===== src/rtl/mem_stage_pkg.sv =====
// Shared load/store encodings and the memory-stage state type.
package mem_stage_pkg;

    localparam logic [2:0] INST_LB  = 3'b000;
    localparam logic [2:0] INST_LH  = 3'b001;
    localparam logic [2:0] INST_LW  = 3'b010;
    localparam logic [2:0] INST_LBU = 3'b100;
    localparam logic [2:0] INST_LHU = 3'b101;
    localparam logic [2:0] INST_SB  = 3'b000;
    localparam logic [2:0] INST_SH  = 3'b001;
    localparam logic [2:0] INST_SW  = 3'b010;

    localparam logic [6:0] INST_TYPE_L = 7'b0000011;
    localparam logic [6:0] INST_TYPE_S = 7'b0100011;

    typedef enum logic [1:0] {
        MEM_IDLE = 2'd0,
        MEM_REQ  = 2'd1,
        MEM_WAIT = 2'd2
    } mem_state_t;

    function automatic logic is_mem_opcode(input logic [6:0] opcode);
        return (opcode == INST_TYPE_L) || (opcode == INST_TYPE_S);
    endfunction

endpackage


===== src/rtl/mem_align.sv =====
// Combinational lane steering for stores, extraction/extension for loads,
// and the legality/alignment check for both.
module mem_align
    import mem_stage_pkg::*;
(
    input  logic        we,
    input  logic [2:0]  func3,
    input  logic [1:0]  addr_lo,
    input  logic [31:0] wdata,
    input  logic [31:0] rdata,
    output logic        legal,
    output logic [3:0]  wstrb,
    output logic [31:0] wdata_lane,
    output logic [31:0] load_data
);

    logic [7:0]  byte_sel;
    logic [15:0] half_sel;

    always_comb begin
        legal      = 1'b0;
        wstrb      = '0;
        wdata_lane = wdata;
        if (we) begin
            case (func3)
                INST_SB: begin
                    legal      = 1'b1;
                    wstrb      = 4'b0001 << addr_lo;
                    wdata_lane = {4{wdata[7:0]}};
                end
                INST_SH: begin
                    legal      = ~addr_lo[0];
                    wstrb      = addr_lo[1] ? 4'b1100 : 4'b0011;
                    wdata_lane = {2{wdata[15:0]}};
                end
                INST_SW: begin
                    legal = (addr_lo == 2'b00);
                    wstrb = 4'b1111;
                end
                default: ;
            endcase
        end else begin
            case (func3)
                INST_LB, INST_LBU: legal = 1'b1;
                INST_LH, INST_LHU: legal = ~addr_lo[0];
                INST_LW:           legal = (addr_lo == 2'b00);
                default: ;
            endcase
        end
    end

    always_comb begin
        case (addr_lo)
            2'd0:    byte_sel = rdata[7:0];
            2'd1:    byte_sel = rdata[15:8];
            2'd2:    byte_sel = rdata[23:16];
            default: byte_sel = rdata[31:24];
        endcase
        half_sel = addr_lo[1] ? rdata[31:16] : rdata[15:0];
        case (func3)
            INST_LB:  load_data = {{24{byte_sel[7]}}, byte_sel};
            INST_LBU: load_data = {24'b0, byte_sel};
            INST_LH:  load_data = {{16{half_sel[15]}}, half_sel};
            INST_LHU: load_data = {16'b0, half_sel};
            default:  load_data = rdata;
        endcase
    end

endmodule


===== src/rtl/mem_stage.sv =====
// Memory pipeline stage: registers EX writeback and runs single-outstanding
// loads/stores on the data bus, stalling ctrl while an access is in flight.
module mem_stage
    import mem_stage_pkg::*;
(
    input  logic        clk,
    input  logic        rst_n,
    input  logic [4:0]  rd_addr_i,
    input  logic [31:0] rd_data_i,
    input  logic        rd_wen_i,
    input  logic        mem_en_i,
    input  logic        mem_we_i,
    input  logic [2:0]  mem_func3_i,
    input  logic [31:0] mem_addr_i,
    input  logic [31:0] mem_wdata_i,
    output logic        bus_req_o,
    output logic        bus_we_o,
    output logic [31:0] bus_addr_o,
    output logic [31:0] bus_wdata_o,
    output logic [3:0]  bus_wstrb_o,
    input  logic        bus_gnt_i,
    input  logic        bus_rvalid_i,
    input  logic [31:0] bus_rdata_i,
    output logic [4:0]  rd_addr_o,
    output logic [31:0] rd_data_o,
    output logic        rd_wen_o,
    output logic        hold_flag_o,
    output logic        misalign_o
);

    mem_state_t  state;
    logic        idle;
    logic [4:0]  cap_rd;
    logic [2:0]  cap_func3;
    logic [1:0]  cap_addr_lo;
    logic [2:0]  al_func3;
    logic [1:0]  al_addr_lo;
    logic        legal;
    logic [3:0]  wstrb;
    logic [31:0] wdata_lane;
    logic [31:0] load_data;

    assign idle = (state == MEM_IDLE);

    // One aligner serves both phases: live inputs while IDLE (legality and
    // steering), captured func3/offset afterwards (load extraction in WAIT).
    assign al_func3   = idle ? mem_func3_i     : cap_func3;
    assign al_addr_lo = idle ? mem_addr_i[1:0] : cap_addr_lo;

    mem_align u_align (
        .we         (mem_we_i),
        .func3      (al_func3),
        .addr_lo    (al_addr_lo),
        .wdata      (mem_wdata_i),
        .rdata      (bus_rdata_i),
        .legal      (legal),
        .wstrb      (wstrb),
        .wdata_lane (wdata_lane),
        .load_data  (load_data)
    );

    assign hold_flag_o = ~idle | (mem_en_i & legal);

    always_ff @(posedge clk or negedge rst_n) begin
        if (!rst_n) begin
            state       <= MEM_IDLE;
            cap_rd      <= '0;
            cap_func3   <= '0;
            cap_addr_lo <= '0;
            bus_req_o   <= 1'b0;
            bus_we_o    <= 1'b0;
            bus_addr_o  <= '0;
            bus_wdata_o <= '0;
            bus_wstrb_o <= '0;
            rd_addr_o   <= '0;
            rd_data_o   <= '0;
            rd_wen_o    <= 1'b0;
            misalign_o  <= 1'b0;
        end else begin
            rd_wen_o   <= 1'b0;
            misalign_o <= 1'b0;
            case (state)
                MEM_IDLE: begin
                    if (!mem_en_i) begin
                        rd_addr_o <= rd_addr_i;
                        rd_data_o <= rd_data_i;
                        rd_wen_o  <= rd_wen_i;
                    end else if (legal) begin
                        cap_rd      <= rd_addr_i;
                        cap_func3   <= mem_func3_i;
                        cap_addr_lo <= mem_addr_i[1:0];
                        bus_we_o    <= mem_we_i;
                        bus_addr_o  <= {mem_addr_i[31:2], 2'b00};
                        bus_wdata_o <= wdata_lane;
                        bus_wstrb_o <= wstrb;
                        bus_req_o   <= 1'b1;
                        state       <= MEM_REQ;
                    end else begin
                        misalign_o <= 1'b1;
                    end
                end
                MEM_REQ: begin
                    if (bus_gnt_i) begin
                        bus_req_o <= 1'b0;
                        state     <= bus_we_o ? MEM_IDLE : MEM_WAIT;
                    end
                end
                MEM_WAIT: begin
                    if (bus_rvalid_i) begin
                        rd_addr_o <= cap_rd;
                        rd_data_o <= load_data;
                        rd_wen_o  <= 1'b1;
                        state     <= MEM_IDLE;
                    end
                end
                default: state <= MEM_IDLE;
            endcase
        end
    end

endmodule

===== config.mk =====
export PLATFORM = sky130hd
export DESIGN_NAME = mem_stage
export DESIGN_NICKNAME = d
export VERILOG_FILES = /design/src/rtl/mem_stage_pkg.sv /design/src/rtl/mem_align.sv /design/src/rtl/mem_stage.sv
export SDC_FILE = /design/constraint.sdc
export NUM_CORES = 1
export LEC_CHECK = 0
export BUFFER_PORTS_ARGS = -buffer_cell sky130_fd_sc_hd__buf_2
export CORE_AREA = 2 2 148 178
export CTS_CLUSTER_DIAMETER = 200
export CTS_CLUSTER_SIZE = 20
export DETAILED_ROUTE_END_ITERATION = 10
export DIE_AREA = 0 0 150 180
export PLACE_DENSITY = 0.55
export SKIP_CTS_REPAIR_TIMING = 1
export SYNTH_ARGS = -nofsm -noshare
export SYNTH_HDL_FRONTEND = slang
export SYNTH_HIERARCHICAL = 1
export SYNTH_SLANG_ARGS = --single-unit

===== constraint.sdc =====
create_clock -name clk -period 7.12 [get_ports clk]
set_clock_uncertainty 0.05 [all_clocks]
set_input_delay 0.712 -clock clk [delete_from_list [all_inputs] [get_ports clk]]
set_output_delay 0.712 -clock clk [all_outputs]
set_load 0.05 [all_outputs]

==> results.cfg <==
[timing]
hold_viol_final = 0
timing.hold.ws_ps = 322
fmax_mhz = 278
fin_crit_ps = 3590
setup_violations = 0
worstMarginPinSlew_ps = 1100
grt_setup_unrepaired = false
maxSlewViolCount = 0
slew_headroom = 0.268
setup-tns-final_ps = 0
finalCritPeriodShare = 0.504

[routing]
wl_per_cell_microns = 17.9
routed_wirelength_mm = 19.0
drt_iter0_drc = 157
first_pass_iters = 4
drtAntennaViolNets = 0
drc = 0
vias = 4861
viasPerCell = 4.59

[floorplanning]
start_util = 0.246
rows = 64
die_x_microns = 150
io_pins = 253
core_area_sq_um = 25300
die_h_microns = 180
die_area_sq_um = 27000

[synth]
synth.distinct_cells = 38
yosysSeqAreaShare = 0.478
yosys_most_used_dff = dfrtp_1
yosysWarnings = 6
yosysTopAreaCellShare = 0.478
async_flop_share = 1.00
synth_area_sq_um = 6230
synthTopCellsByArea = dfrtp_1 (48%), mux2_2 (28%), mux2_1 (3.1%)
synth_edf_count = 0
syn_inst = 486
ys_ff_latch = 119
avgSynthCellArea_sq_um = 12.8
synth_area_leader_cell = dfrtp_1

[clocking]
cts_buffers = 17
cts_buffer_depth = 2
cts_tree = done
clk_pin_slew_ps = 60
htree_levels = 4
cts-root-buf = clkbuf_16
clk_latency_ps = 420
cts.sinks = 119

[worst_setup_path]
regToRegSetupSlack_ps = 3530
crit_path_start_kind = flop
path_buf_inv = 1
critPathLaunch = state[0]$_DFFE_PN0P_
critPathSlowestCell = mux2_2
cp.required_ps = 6360
path_max_fanout = 26
worstSetupEndpointType = output pin
path_delay_family = multiplexers
cp.depth = 6
rr_endpoint = bus_addr_o[3]$_DFFE_PN0P_
crit_top_cell = nand2_1
r2r_cells = 5
slowest_delay_ps = 600
cp.arrival_ps = 2830
path_class = flop to output pin
crit_chain = nor2_4 -> mux2_2 -> o41ai_1 -> nand2_1 -> nand2_1 -> buf_2
crit_path_end = hold_flag_o
reg2reg_from = state[0]$_DFFE_PN0P_

[power]
powerDensity_nw_per_um2 = 587
combPwrFrac = 0.572
ir_drop_mv = 0.247
power.switching_w = 0.00239
p_int_w = 0.00247
leakagePower_nw = 3.80
p_sw_frac = 0.492
p_clk_frac = 0.182
power_frac_seq = 0.246

[flow_run]
maxCapViolCount = 0

[grt]
track_usage = 0.139
grt_pass1_wl_mm = 28.5
grt_pass1_vias = 4988
grt_max_degree = 80
antenna_found_initial = 2
grt-ovfl-total = 0

[status]
status = finished, final reports clean

[placement]
port_buffers = 250
place.gp.congestion = 0.782
place_hpwl_mm = 13.4

[finish]
nFillCells = 2616
drive_gt1_frac = 0.629
fin_nets = 858
area_growth_pct = 32.8
multiInputGateArea_sq_um = 2950
regArea_sq_um = 2980

[min_path]
hold_path.class = primary input to asynchronous set/reset pin
-- layout by cell type, fill, tap and decap left out, types with 2 or more instances in the layout --
| master | netlist | routed |
|---|---|---|
| a21oi_1 | 21 | 21 |
| a221o_1 | 9 | 9 |
| a22o_1 | 8 | 8 |
| a22oi_1 | 6 | 6 |
| a311oi_1 | 8 | 8 |
| buf_2 | 14 | 249 |
| buf_4 | 13 | 5 |
| bufinv_16 | 0 | 3 |
| clkbuf_1 | 9 | 2 |
| clkbuf_16 | 0 | 17 |
| clkinv_1 | 2 | 2 |
| clkinv_2 | 0 | 3 |
| clkinv_4 | 0 | 2 |
| clkinvlp_4 | 0 | 4 |
| conb_1 | 1 | 2 |
| dfrtp_1 | 119 | 119 |
| diode_2 | 0 | 2 |
| inv_1 | 10 | 10 |
| mux2_1 | 17 | 17 |
| mux2_2 | 157 | 157 |
| mux2i_1 | 2 | 2 |
| mux4_2 | 8 | 8 |
| nand2_1 | 19 | 19 |
| nand2b_1 | 2 | 2 |
| nor2_1 | 20 | 20 |
| nor2b_1 | 5 | 4 |
| nor3_2 | 1 | 2 |
| nor3b_1 | 3 | 3 |
| o21ai_0 | 10 | 10 |
-- Yosys cell counts, types with 2 or more instances --
cell      count
dfrtp_1     119
buf_1         3
mux2_2      157
buf_4        13
a22oi_1       6
a21oi_1      21
clkbuf_1      9
o21ai_0      10
clkinv_1      2
nor3b_1       3
nor2_1       20
nor2b_1       5
a221o_1       9
mux2i_1       2
a311oi_1      8
mux4_2        8
buf_6         6
buf_2        14
a22o_1        8
nand2b_1      2
mux2_1       17
inv_1        10
nand2_1      19
-- area by class of cell --
class                   instances  area share
inverters                      12     0.00544
diodes                          2    0.000605
clock inverters                12      0.0184
flip-flops and latches        119       0.360
multi-input cells             311       0.357
well taps                     330      0.0499
repair buffers                254       0.155
clock buffers                  20      0.0540
-- worst min-delay path by stage --
stage	to	slack [ps]
after global placement	bus_req_o$_DFFE_PN0P_	410
after detailed placement	bus_req_o$_DFFE_PN0P_	410
after global routing	rd_data_o[4]$_DFFE_PN0P_	380
after CTS	rd_data_o[4]$_DFFE_PN0P_	350
final	rd_data_o[14]$_DFFE_PN0P_	320
after floorplan	bus_addr_o[10]$_DFFE_PN0P_	370
-- metal layers --
metal | wire length [microns] | track usage | up-vias
li1 | - | - | 2223
met1 | 7820 | 0.167 | 2412
met2 | 9260 | 0.233 | 211
met3 | 1600 | 0.0475 | 15
met4 | 273 | 0.0457 | 0
met5 | 0 | 0 | -
-- per-stage QoR --
stage	area [sq um]	std cells	power, W	setup WS [ps]	util
2_1_floorplan	6240	487	0.00337	4140	-
3_3_place_gp	7670	1026	0.00399	3510	0.303
3_5_place_dp	7670	1026	0.00402	3460	0.303
4_1_cts	8270	1058	0.00494	3440	0.327
5_1_grt	8270	1058	0.00512	3230	0.327
6_report	8270	1060	0.00486	3530	0.327
-- flip-flops by register name (all words and copies together), names as in the netlist --
| signal | count |
|---|---|
| bus_we_o | 1 |
| bus_addr_o | 30 |
| bus_wdata_o | 32 |
| rd_addr_o | 5 |
| bus_wstrb_o | 4 |
| bus_req_o | 1 |
| cap_addr_lo | 2 |
| state | 2 |
| cap_func3 | 3 |
| rd_wen_o | 1 |
| misalign_o | 1 |
| rd_data_o | 32 |
| cap_rd | 5 |
-- power by group through the flow --
| stage | combinational [W] | clock (W) | sequential [W] |
|---|---|---|---|
| 3_5_place_dp | 0.00281 | 0 | 0.00121 |
| 3_3_place_gp | 0.00279 | 0 | 0.00119 |
| 4_1_cts | 0.00282 | 0.000917 | 0.00120 |
| 6_report | 0.00278 | 0.000885 | 0.00120 |
| 2_1_floorplan | 0.00108 | 0 | 0.00229 |
| 5_1_grt | 0.00293 | 0.000943 | 0.00124 |
-- kinds of logic after synthesis --
family,synth area share
buffers and inverters,0.0522
muxes,0.347
AOI/OAI and AO/OA,0.0749
DFF,0.478
and+or+nand+nor,0.0480
other,0.000602
Power figures use the tool's default switching activity.
